===== src/rtl/sync_fifo_pkg.sv =====
`default_nettype none
// ============================================================================
// Module   : sync_fifo_pkg
// Purpose  : Shared constants and helpers for the single-clock FIFO.
//            - DEFAULT_DSIZE / DEFAULT_ASIZE : default data and address widths
//            - thresholds_ok()               : legality check for the
//                                              almost-full/almost-empty levels
// Revision : 1.0 - initial release
// ============================================================================
package sync_fifo_pkg;

  localparam int DEFAULT_DSIZE = 8;
  localparam int DEFAULT_ASIZE = 4;

  // Almost-full must lie in 1..DEPTH, almost-empty in 0..DEPTH-1.
  function automatic bit thresholds_ok(input int af_level,
                                       input int ae_level,
                                       input int depth);
    return (af_level >= 1) && (af_level <= depth) &&
           (ae_level >= 0) && (ae_level < depth);
  endfunction

endpackage : sync_fifo_pkg
`default_nettype wire


===== src/rtl/sync_fifo_ram.sv =====
`default_nettype none
// ============================================================================
// Module   : sync_fifo_ram
// Purpose  : DSIZE x 2**ASIZE simple dual-port RAM, one write port and one
//            synchronous read port, both on clk. Only the read register is
//            reset; the array itself keeps its contents.
// Ports    : clk   in  clock
//            rst   in  synchronous active-high reset (read register only)
//            we    in  write enable
//            waddr in  write address [ASIZE-1:0]
//            wdata in  write data    [DSIZE-1:0]
//            re    in  read enable (read register loads only when set)
//            raddr in  read address  [ASIZE-1:0]
//            rdata out registered read data [DSIZE-1:0]
// Revision : 1.0 - initial release
// ============================================================================
module sync_fifo_ram #(
  parameter int DSIZE = 8,
  parameter int ASIZE = 4
) (
  input  logic             clk,
  input  logic             rst,
  input  logic             we,
  input  logic [ASIZE-1:0] waddr,
  input  logic [DSIZE-1:0] wdata,
  input  logic             re,
  input  logic [ASIZE-1:0] raddr,
  output logic [DSIZE-1:0] rdata
);

  localparam int DEPTH = 1 << ASIZE;

  logic [DSIZE-1:0] mem_q [DEPTH];
  logic [DSIZE-1:0] rdata_q;

  always_ff @(posedge clk) begin
    if (we) begin
      mem_q[waddr] <= wdata;
    end
  end

  // Read-before-write on an address collision: the old word is returned.
  always_ff @(posedge clk) begin
    if (rst) begin
      rdata_q <= '0;
    end else if (re) begin
      rdata_q <= mem_q[raddr];
    end
  end

  assign rdata = rdata_q;

endmodule : sync_fifo_ram
`default_nettype wire


===== src/rtl/sync_fifo.sv =====
`default_nettype none
// ============================================================================
// Module   : sync_fifo
// Purpose  : Single-clock parametrised FIFO with exact fill level,
//            programmable almost-full/almost-empty thresholds and sticky
//            overflow/underflow flags. Optional first-word-fall-through
//            read mode selected by the macro SYNC_FIFO_FWFT_EN.
// Ports    : clk, rst                 clock, synchronous active-high reset
//            winc, wdata              write request / data
//            wfull, walmost_full      full, level >= AF_LEVEL
//            rinc, rdata              read request / data
//            rempty, ralmost_empty    empty, level <= AE_LEVEL
//            level                    words held (0..DEPTH)
//            overflow, underflow      sticky error flags, cleared by rst
// Revision : 1.0 - initial release
// ============================================================================
module sync_fifo
  import sync_fifo_pkg::*;
#(
  parameter int DSIZE    = DEFAULT_DSIZE,
  parameter int ASIZE    = DEFAULT_ASIZE,
  parameter int AF_LEVEL = 14,
  parameter int AE_LEVEL = 2
) (
  input  logic             clk,
  input  logic             rst,
  input  logic             winc,
  input  logic [DSIZE-1:0] wdata,
  output logic             wfull,
  output logic             walmost_full,
  input  logic             rinc,
  output logic [DSIZE-1:0] rdata,
  output logic             rempty,
  output logic             ralmost_empty,
  output logic [ASIZE:0]   level,
  output logic             overflow,
  output logic             underflow
);

  localparam int             DEPTH     = 1 << ASIZE;
  localparam logic [ASIZE:0] DEPTH_LVL = (ASIZE+1)'(DEPTH);
  localparam logic [ASIZE:0] AF_LVL    = (ASIZE+1)'(AF_LEVEL);
  localparam logic [ASIZE:0] AE_LVL    = (ASIZE+1)'(AE_LEVEL);

  if (!thresholds_ok(AF_LEVEL, AE_LEVEL, DEPTH)) begin : g_bad_thresholds
    $error("sync_fifo: illegal thresholds AF_LEVEL=%0d AE_LEVEL=%0d DEPTH=%0d",
           AF_LEVEL, AE_LEVEL, DEPTH);
  end

  logic [ASIZE:0]   wptr_q, wptr_d, rptr_q, rptr_d;
  logic [ASIZE:0]   level_q, level_d;
  logic             wfull_q, wfull_d, rempty_q, rempty_d;
  logic             afull_q, afull_d, aempty_q, aempty_d;
  logic             overflow_q, overflow_d, underflow_q, underflow_d;
  logic             push, pop, ram_has_data;
  logic             ram_we, ram_re, rd_adv;
  logic [ASIZE-1:0] ram_raddr;
  logic [DSIZE-1:0] ram_rdata;

  // Level and flags: every flag is computed from the next level so it is
  // exact immediately after the edge.
  always_comb begin
    push         = winc & ~wfull_q;
    pop          = rinc & ~rempty_q;
    ram_has_data = (wptr_q != rptr_q);
    level_d      = level_q + (ASIZE+1)'(push) - (ASIZE+1)'(pop);
    wfull_d      = (level_d == DEPTH_LVL);
    rempty_d     = (level_d == '0);
    afull_d      = (level_d >= AF_LVL);
    aempty_d     = (level_d <= AE_LVL);
    overflow_d   = overflow_q  | (winc & wfull_q);
    underflow_d  = underflow_q | (rinc & rempty_q);
  end

`ifdef SYNC_FIFO_FWFT_EN
  // The output register holds the head word; the RAM holds everything
  // behind it. The RAM is read every cycle at the next read pointer so its
  // output always presents the word that follows the head. A write landing
  // on that same address in the same cycle is captured in a bypass register
  // because the RAM returns the old contents on a collision.
  logic [DSIZE-1:0] out_q, out_d, byp_data_q, byp_data_d, head;
  logic             byp_q, byp_d;

  always_comb begin
    head      = byp_q ? byp_data_q : ram_rdata;
    // A push goes straight to the output register when the FIFO is empty,
    // or when the head is consumed and nothing waits in the RAM.
    ram_we    = push & (level_q != '0) & ~(pop & ~ram_has_data);
    rd_adv    = pop & ram_has_data;
    wptr_d    = wptr_q + (ASIZE+1)'(ram_we);
    rptr_d    = rptr_q + (ASIZE+1)'(rd_adv);
    ram_raddr = rptr_d[ASIZE-1:0];
    ram_re    = 1'b1;
    byp_d     = ram_we & (wptr_q[ASIZE-1:0] == ram_raddr);
    byp_data_d = wdata;
    out_d     = out_q;
    if (rd_adv) begin
      out_d = head;
    end else if (push & ~ram_we) begin
      out_d = wdata;
    end
  end

  always_ff @(posedge clk) begin
    if (rst) begin
      out_q      <= '0;
      byp_q      <= 1'b0;
      byp_data_q <= '0;
    end else begin
      out_q      <= out_d;
      byp_q      <= byp_d;
      byp_data_q <= byp_data_d;
    end
  end

  assign rdata = out_q;
`else
  // Standard mode: the RAM read register is the data output and loads
  // only on a pop.
  always_comb begin
    ram_we    = push;
    rd_adv    = pop & ram_has_data;
    wptr_d    = wptr_q + (ASIZE+1)'(ram_we);
    rptr_d    = rptr_q + (ASIZE+1)'(rd_adv);
    ram_raddr = rptr_q[ASIZE-1:0];
    ram_re    = rd_adv;
  end

  assign rdata = ram_rdata;
`endif

  always_ff @(posedge clk) begin
    if (rst) begin
      wptr_q      <= '0;
      rptr_q      <= '0;
      level_q     <= '0;
      wfull_q     <= 1'b0;
      rempty_q    <= 1'b1;
      afull_q     <= (AF_LEVEL == 0);
      aempty_q    <= 1'b1;
      overflow_q  <= 1'b0;
      underflow_q <= 1'b0;
    end else begin
      wptr_q      <= wptr_d;
      rptr_q      <= rptr_d;
      level_q     <= level_d;
      wfull_q     <= wfull_d;
      rempty_q    <= rempty_d;
      afull_q     <= afull_d;
      aempty_q    <= aempty_d;
      overflow_q  <= overflow_d;
      underflow_q <= underflow_d;
    end
  end

  sync_fifo_ram #(
    .DSIZE (DSIZE),
    .ASIZE (ASIZE)
  ) u_ram (
    .clk   (clk),
    .rst   (rst),
    .we    (ram_we),
    .waddr (wptr_q[ASIZE-1:0]),
    .wdata (wdata),
    .re    (ram_re),
    .raddr (ram_raddr),
    .rdata (ram_rdata)
  );

  assign wfull         = wfull_q;
  assign walmost_full  = afull_q;
  assign rempty        = rempty_q;
  assign ralmost_empty = aempty_q;
  assign level         = level_q;
  assign overflow      = overflow_q;
  assign underflow     = underflow_q;

endmodule : sync_fifo
`default_nettype wire


===== config.mk =====
export PLATFORM = sky130hd
export DESIGN_NAME = sync_fifo
export DESIGN_NICKNAME = d
export VERILOG_FILES = /design/src/rtl/sync_fifo_pkg.sv /design/src/rtl/sync_fifo_ram.sv /design/src/rtl/sync_fifo.sv
export SDC_FILE = /design/constraint.sdc
export NUM_CORES = 1
export LEC_CHECK = 0
export ABC_AREA = 1
export CORE_MARGIN = 3
export CORE_UTILIZATION = 45
export CTS_CLUSTER_DIAMETER = 50
export DETAILED_ROUTE_END_ITERATION = 10
export GPL_TIMING_DRIVEN = 0
export HOLD_SLACK_MARGIN = 0.1
export SYNTH_ARGS = -nofsm -noshare
export SYNTH_HDL_FRONTEND = slang
export SYNTH_SLANG_ARGS = --single-unit

===== constraint.sdc =====
create_clock -name clk -period 2.8 [get_ports clk]
set_input_delay 0.28 -clock clk [delete_from_list [all_inputs] [get_ports clk]]
set_output_delay 0.28 -clock clk [all_outputs]
set_load 0.005 [all_outputs]

### After elaboration in Yosys (flattened, before gate mapping)

Memories as Yosys holds them, arrays and structs flattened. A register that Yosys moved wholly into a read port is not among the register bits.
Index checks and enable logic that the tools add are counted.

* register bits after elaboration: 21
* bits in writable memories: 128
* bits of input ports: 12
* output and inout bits: 19
* word-level logic and storage cells: 30
* memories kept: 1

* add/subtract/negate cells: 4
* order comparisons: 2
* equality and inequality tests: 2
* muxes and demuxes: 2
* bitwise logic cells: 9
* reductions and logical operators: 1

Memory list
* u_ram.mem_q: words 16, width 8, read ports 1, clocked after memory_dff 1, wr ports 1, line sync_fifo_ram.sv:33 `logic [DSIZE-1:0] mem_q [DEPTH];`

Operator list (count)
* $add A5 B1 Y5: 3
* $and A1 B1 Y1: 5
* $eq A5 B5 Y1 const B: 1
* $ge A5 B4 Y1 const B: 1
* $le A5 B2 Y1 const B: 1
* $logic_not A5 Y1: 1
* $ne A5 B5 Y1: 1
* $sub A5 B1 Y5: 1
* $mux W1: 2
* $not A1 Y1: 2
* $or A1 B1 Y1: 2

### Longest topological paths before layout

* word-level depth: 5
* gate-level depth with buffers: 14
* depth with buffers taken out: 13

### Cells and area by module

A second synthesis with hierarchy kept.

* cell total of the unflattened synthesis: 628
* area total of the unflattened synthesis: 6645.1 µm²

By module, submodules not included
* sync_fifo_ram: instances 1, cells an instance 490, area each 5577.8 µm², sequential area each 4003.8 µm²
* sync_fifo: instances 1, cells an instance 138, area each 1067.3 µm², sequential area each 420.4 µm²

### Least setup slack after synthesis

No wires, ideal clock.

* path kind: register to register
* from: reg wfull_q (netlist: wfull)
* to: reg afull_q (netlist: walmost_full)
* setup time: 0.130 ns
* data arrival time: 1.997 ns
* required time: 2.670 ns
* setup slack: 0.673 ns
* cell stages (with the launch flop): 13
* buffers on the path: 0
* period minus slack after synthesis: 2.127 ns
* path through: dfxtp_1 > nor2_1 > inv_1 > ha_1 > inv_1 > ha_1 > fa_1 > nand3_1 > nand2_1 > xnor2_1 > nor2_1 > inv_1 > o21ai_0

* cells in the longest elaborated chain, start to end: 5

RTL lines
* start, declared: line sync_fifo.sv:52 `logic wfull_q, wfull_d, rempty_q, rempty_d;`
* start signal, assigned: line sync_fifo.sv:147 `wfull_q <= wfull_d;`
* $not A1 Y1: line sync_fifo.sv:63 `push = winc & ~wfull_q;`
* $and A1 B1 Y1: line sync_fifo.sv:63
* $add A5 B1 Y5: line sync_fifo.sv:66 `level_d = level_q + (ASIZE+1)'(push) - (ASIZE+1)'(pop);`
* $sub A5 B1 Y5: line sync_fifo.sv:66
* $ge A5 B4 Y1: line sync_fifo.sv:69 `afull_d = (level_d >= AF_LVL);`
* end signal, assigned: line sync_fifo.sv:139 `afull_q <= (AF_LEVEL == 0);`
* end signal, assigned: line sync_fifo.sv:149 `afull_q <= afull_d;`
* end, declared: line sync_fifo.sv:53 `logic afull_q, afull_d, aempty_q, aempty_d;`

No other way between the ends.
A chain may end at the register's enable or synchronous reset.

### Final worst setup path

* from: in winc
* to: reg wfull_q (netlist: wfull)

* cells in the longest elaborated chain, start to end: 4

RTL lines
* start, declared: line sync_fifo.sv:27 `input logic winc,`
* $and A1 B1 Y1: line sync_fifo.sv:63
* $add A5 B1 Y5: line sync_fifo.sv:66
* $sub A5 B1 Y5: line sync_fifo.sv:66
* $eq A5 B5 Y1: line sync_fifo.sv:67 `wfull_d = (level_d == DEPTH_LVL);`

No other way between the ends.

==> metrics.csv <==
stage;metric;value;unit
logic_synthesis;Mapped Avg Cell Area;9.90;sq um
logic_synthesis;Mapped Area;6770;sq um
detailed_routing;DR WL/cell;16.7;um
clock_tree;CTS Buf Count;17;
final_layout;filler instances;1300;
clock_tree;H-tree depth;4;
floorplanning;starting density of the core;46.3;%
placed_design;detailed placement HPWL;10400;um
clock_tree;Post-CTS Hold Fix Bufs;0;
pwr;leakage;3.26;nW
detailed_routing;Final ANT Viol Nets;0;
final_layout;ant diodes;0;
clock_tree;Longest Clk Path Bufs;2;
logic_synthesis;synthesized net count;706;
clock_tree;Worst-Skew Late Latency;0.42;ns
floorplanning;Die X;129;um
floorplanning;die area;16600;sq um
clock_tree;post-CTS setup buffer count;0;
clock_tree;Clock transition at path regs;0.06;ns
timing;setup violators final;0;
logic_synthesis;dominant cell type by area after synthesis;edfxtp_1;
logic_synthesis;post-synth top area share;56.7;%
floorplanning;Die Y;129;um
floorplanning;I/O pin count;31;
placed_design;PortBufs;30;
logic_synthesis;yosys warns;0;
timing;unrepaired setup endpoints after global routing;false;
logic_synthesis;Yosys reg bits;157;
clock_tree;CTS sink cnt;157;
timing;Hold Slack;0.471;ns
pwr;pwr/cell area;842;nW/um^2
critical_path;crit path kind;input port to flop;
final_layout;Final Cell Area;7910;sq um
critical_path;crit start category;input port;
timing;Worst-Margin Slew;0.893;ns
timing;Period minus WS final;2.54;ns
timing;Setup TNS;0;ns
detailed_routing;DRC viols;0;
timing;Clock Skew;0.00496;ns
logic_synthesis;post-synthesis cell type count;23;
final_layout;multi-input logic area;1760;sq um
detailed_routing;Via density;5.02;
placed_design;final RePlAce weighted congestion;0.862;
global_routing;pin count of the biggest net entering global routing;17;
logic_synthesis;Cells after Synth;684;
critical_path;CP required;3.15;ns
detailed_routing;Initial DRC Count;345;
final_layout;register area;4420;sq um
logic_synthesis;Seq/Total Area, Yosys;65.3;%
clock_tree;Gates resized, CTS repair;0;
clock_tree;CTS tree;yes;
critical_path;arrival time of the worst setup path;2.89;ns
timing;final worst-path cycle share;90.7;%
clock_tree;Root Buffer;clkbuf_16;
critical_path;CP endpoint kind;flop;
global_routing;global-route wire length before repair;24700;um
detailed_routing;1st-pass router iterations;4;
placed_design;dpl cell area;7300;sq um
critical_path;CP max FO;6;
timing;Fmax achieved;394;MHz
pwr;peak supply drop;0.519;mV
detailed_routing;final WL;15500;um
global_routing;GRT Total Usage;20.2;%
run;max-cap viol count;0;
final_layout;nets@finish;755;
timing;Max transition margin;40.2;%
logic_synthesis;synth top area cells;edfxtp_1, dfxtp_1, nand2_1, nor2_1, inv_1;
timing;fin. max-slew vios;0;
timing;endpoints failing hold;0;
detailed_routing;via count;4673;
floorplanning;Rows;44;
floorplanning;core region area;14600;sq um
status;status;complete, no violations;
global_routing;initial antenna violation count;0;
global_routing;GRT Residual Overflow;0;
hold_path;Hold Crit Class;flop to flop;
final_layout;share of layout cells above drive strength 1;6.17;%
global_routing;vias in the first global route;4579;
final_layout;area grow syn2layout;16.7;%
[power breakdown]
group | switching, mW | internal [mW] | total, mW
registers | 0.0842 | 2.70 | 2.78
logic | 0.912 | 0.612 | 1.52
clock network | 0.846 | 1.51 | 2.35
[cell type report]
class,count,share of cell area (%)
Buffer,26,2.18
Clock buffer,23,5.79
Clock inverter,9,1.84
Inverter,110,5.22
Multi-Input combinational cell,391,22.3
Sequential cell,157,55.9
Tap cell,184,2.91
Timing Repair Buffer,30,3.80
[registers in the layout, summed over array words and instances (netlist names)]
signal / flops
u_ram.mem_q: 128
rptr_q: 5
ralmost_empty: 1
wptr_q: 5
walmost_full: 1
underflow: 1
overflow: 1
level: 5
wfull: 1
rempty: 1
u_ram.rdata: 8
[cells by family after synthesis]
logic type               share of synthesized area [%]
XOR/XNOR                                         0.905
adder cells (fa/ha/maj)                           1.96
AO/OA/AOI/OAI                                     4.06
buffers and inverters                             8.64
AND/OR/NAND/NOR                                   19.1
flip-flops                                        65.3
[placed cells by master (no fill, tap or decap), types with 2 or more instances in the layout]
master	instances
nand2_1	141
edfxtp_1	128
nor2_1	109
inv_1	106
nand3_1	66
clkdlybuf4s50_1	30
dfxtp_1	29
o21ai_0	23
a21oi_1	18
clkbuf_16	17
clkbuf_1	14
o21ai_1	14
ha_1	9
buf_6	8
xnor2_1	6
buf_2	6
bufinv_16	4
inv_2	3
clkinv_1	3
buf_4	2
clkinv_2	2
[stage by stage]
step                util [%]  setup slack (ns)  total power, mW  std cells
floorplan                  -             0.673             3.81        684
global placement        49.9           -0.0603             4.30        898
detailed placement      49.9            -0.147             4.34        898
CTS                     54.0             0.291             6.70        930
global route            54.0            0.0911             7.04        930
finish                  54.0             0.261             6.66        930
[synthesized netlist by cell type (all sizes together)]
| library cell | number |
|---|---|
| a21oi | 18 |
| buf | 17 |
| clkbuf | 9 |
| clkinv | 1 |
| dfxtp | 29 |
| edfxtp | 128 |
| fa | 1 |
| ha | 9 |
| inv | 109 |
| nand2 | 142 |
| nand3 | 67 |
| nor2 | 109 |
| nor3 | 1 |
| o21ai | 37 |
| xnor2 | 6 |
| xor2 | 1 |
[worst max-delay path, cell delays in order]
cell             delay [ns]
clkdlybuf4s50_1        0.47
inv_1                  0.04
nor2_1                 0.33
inv_1                  0.09
ha_1                   0.29
inv_1                  0.04
ha_1                   0.20
fa_1                   0.41
xor2_1                 0.22
nor3_1                 0.25
nand2_1                0.12
nor2_1                 0.15
[worst paths after layout]
check,slack [ns],start,cells past startpoint,endpoint
min reg2reg,0.47,wptr_q[4],2,wptr_q[4]
max reg2reg,0.28,wfull,10,wfull
min,0.47,wptr_q[4],2,wptr_q[4]
max,0.26,winc,12,wfull
[per-layer routing]
metal	up-vias	track usage [%]	wire (um)
met1	2217	28.2	7310
met3	20	4.48	784
met4	0	7.84	285
li1	2302	-	-
met2	134	30.9	7150
met5	-	0	0
(Power assumes the default switching activity.)
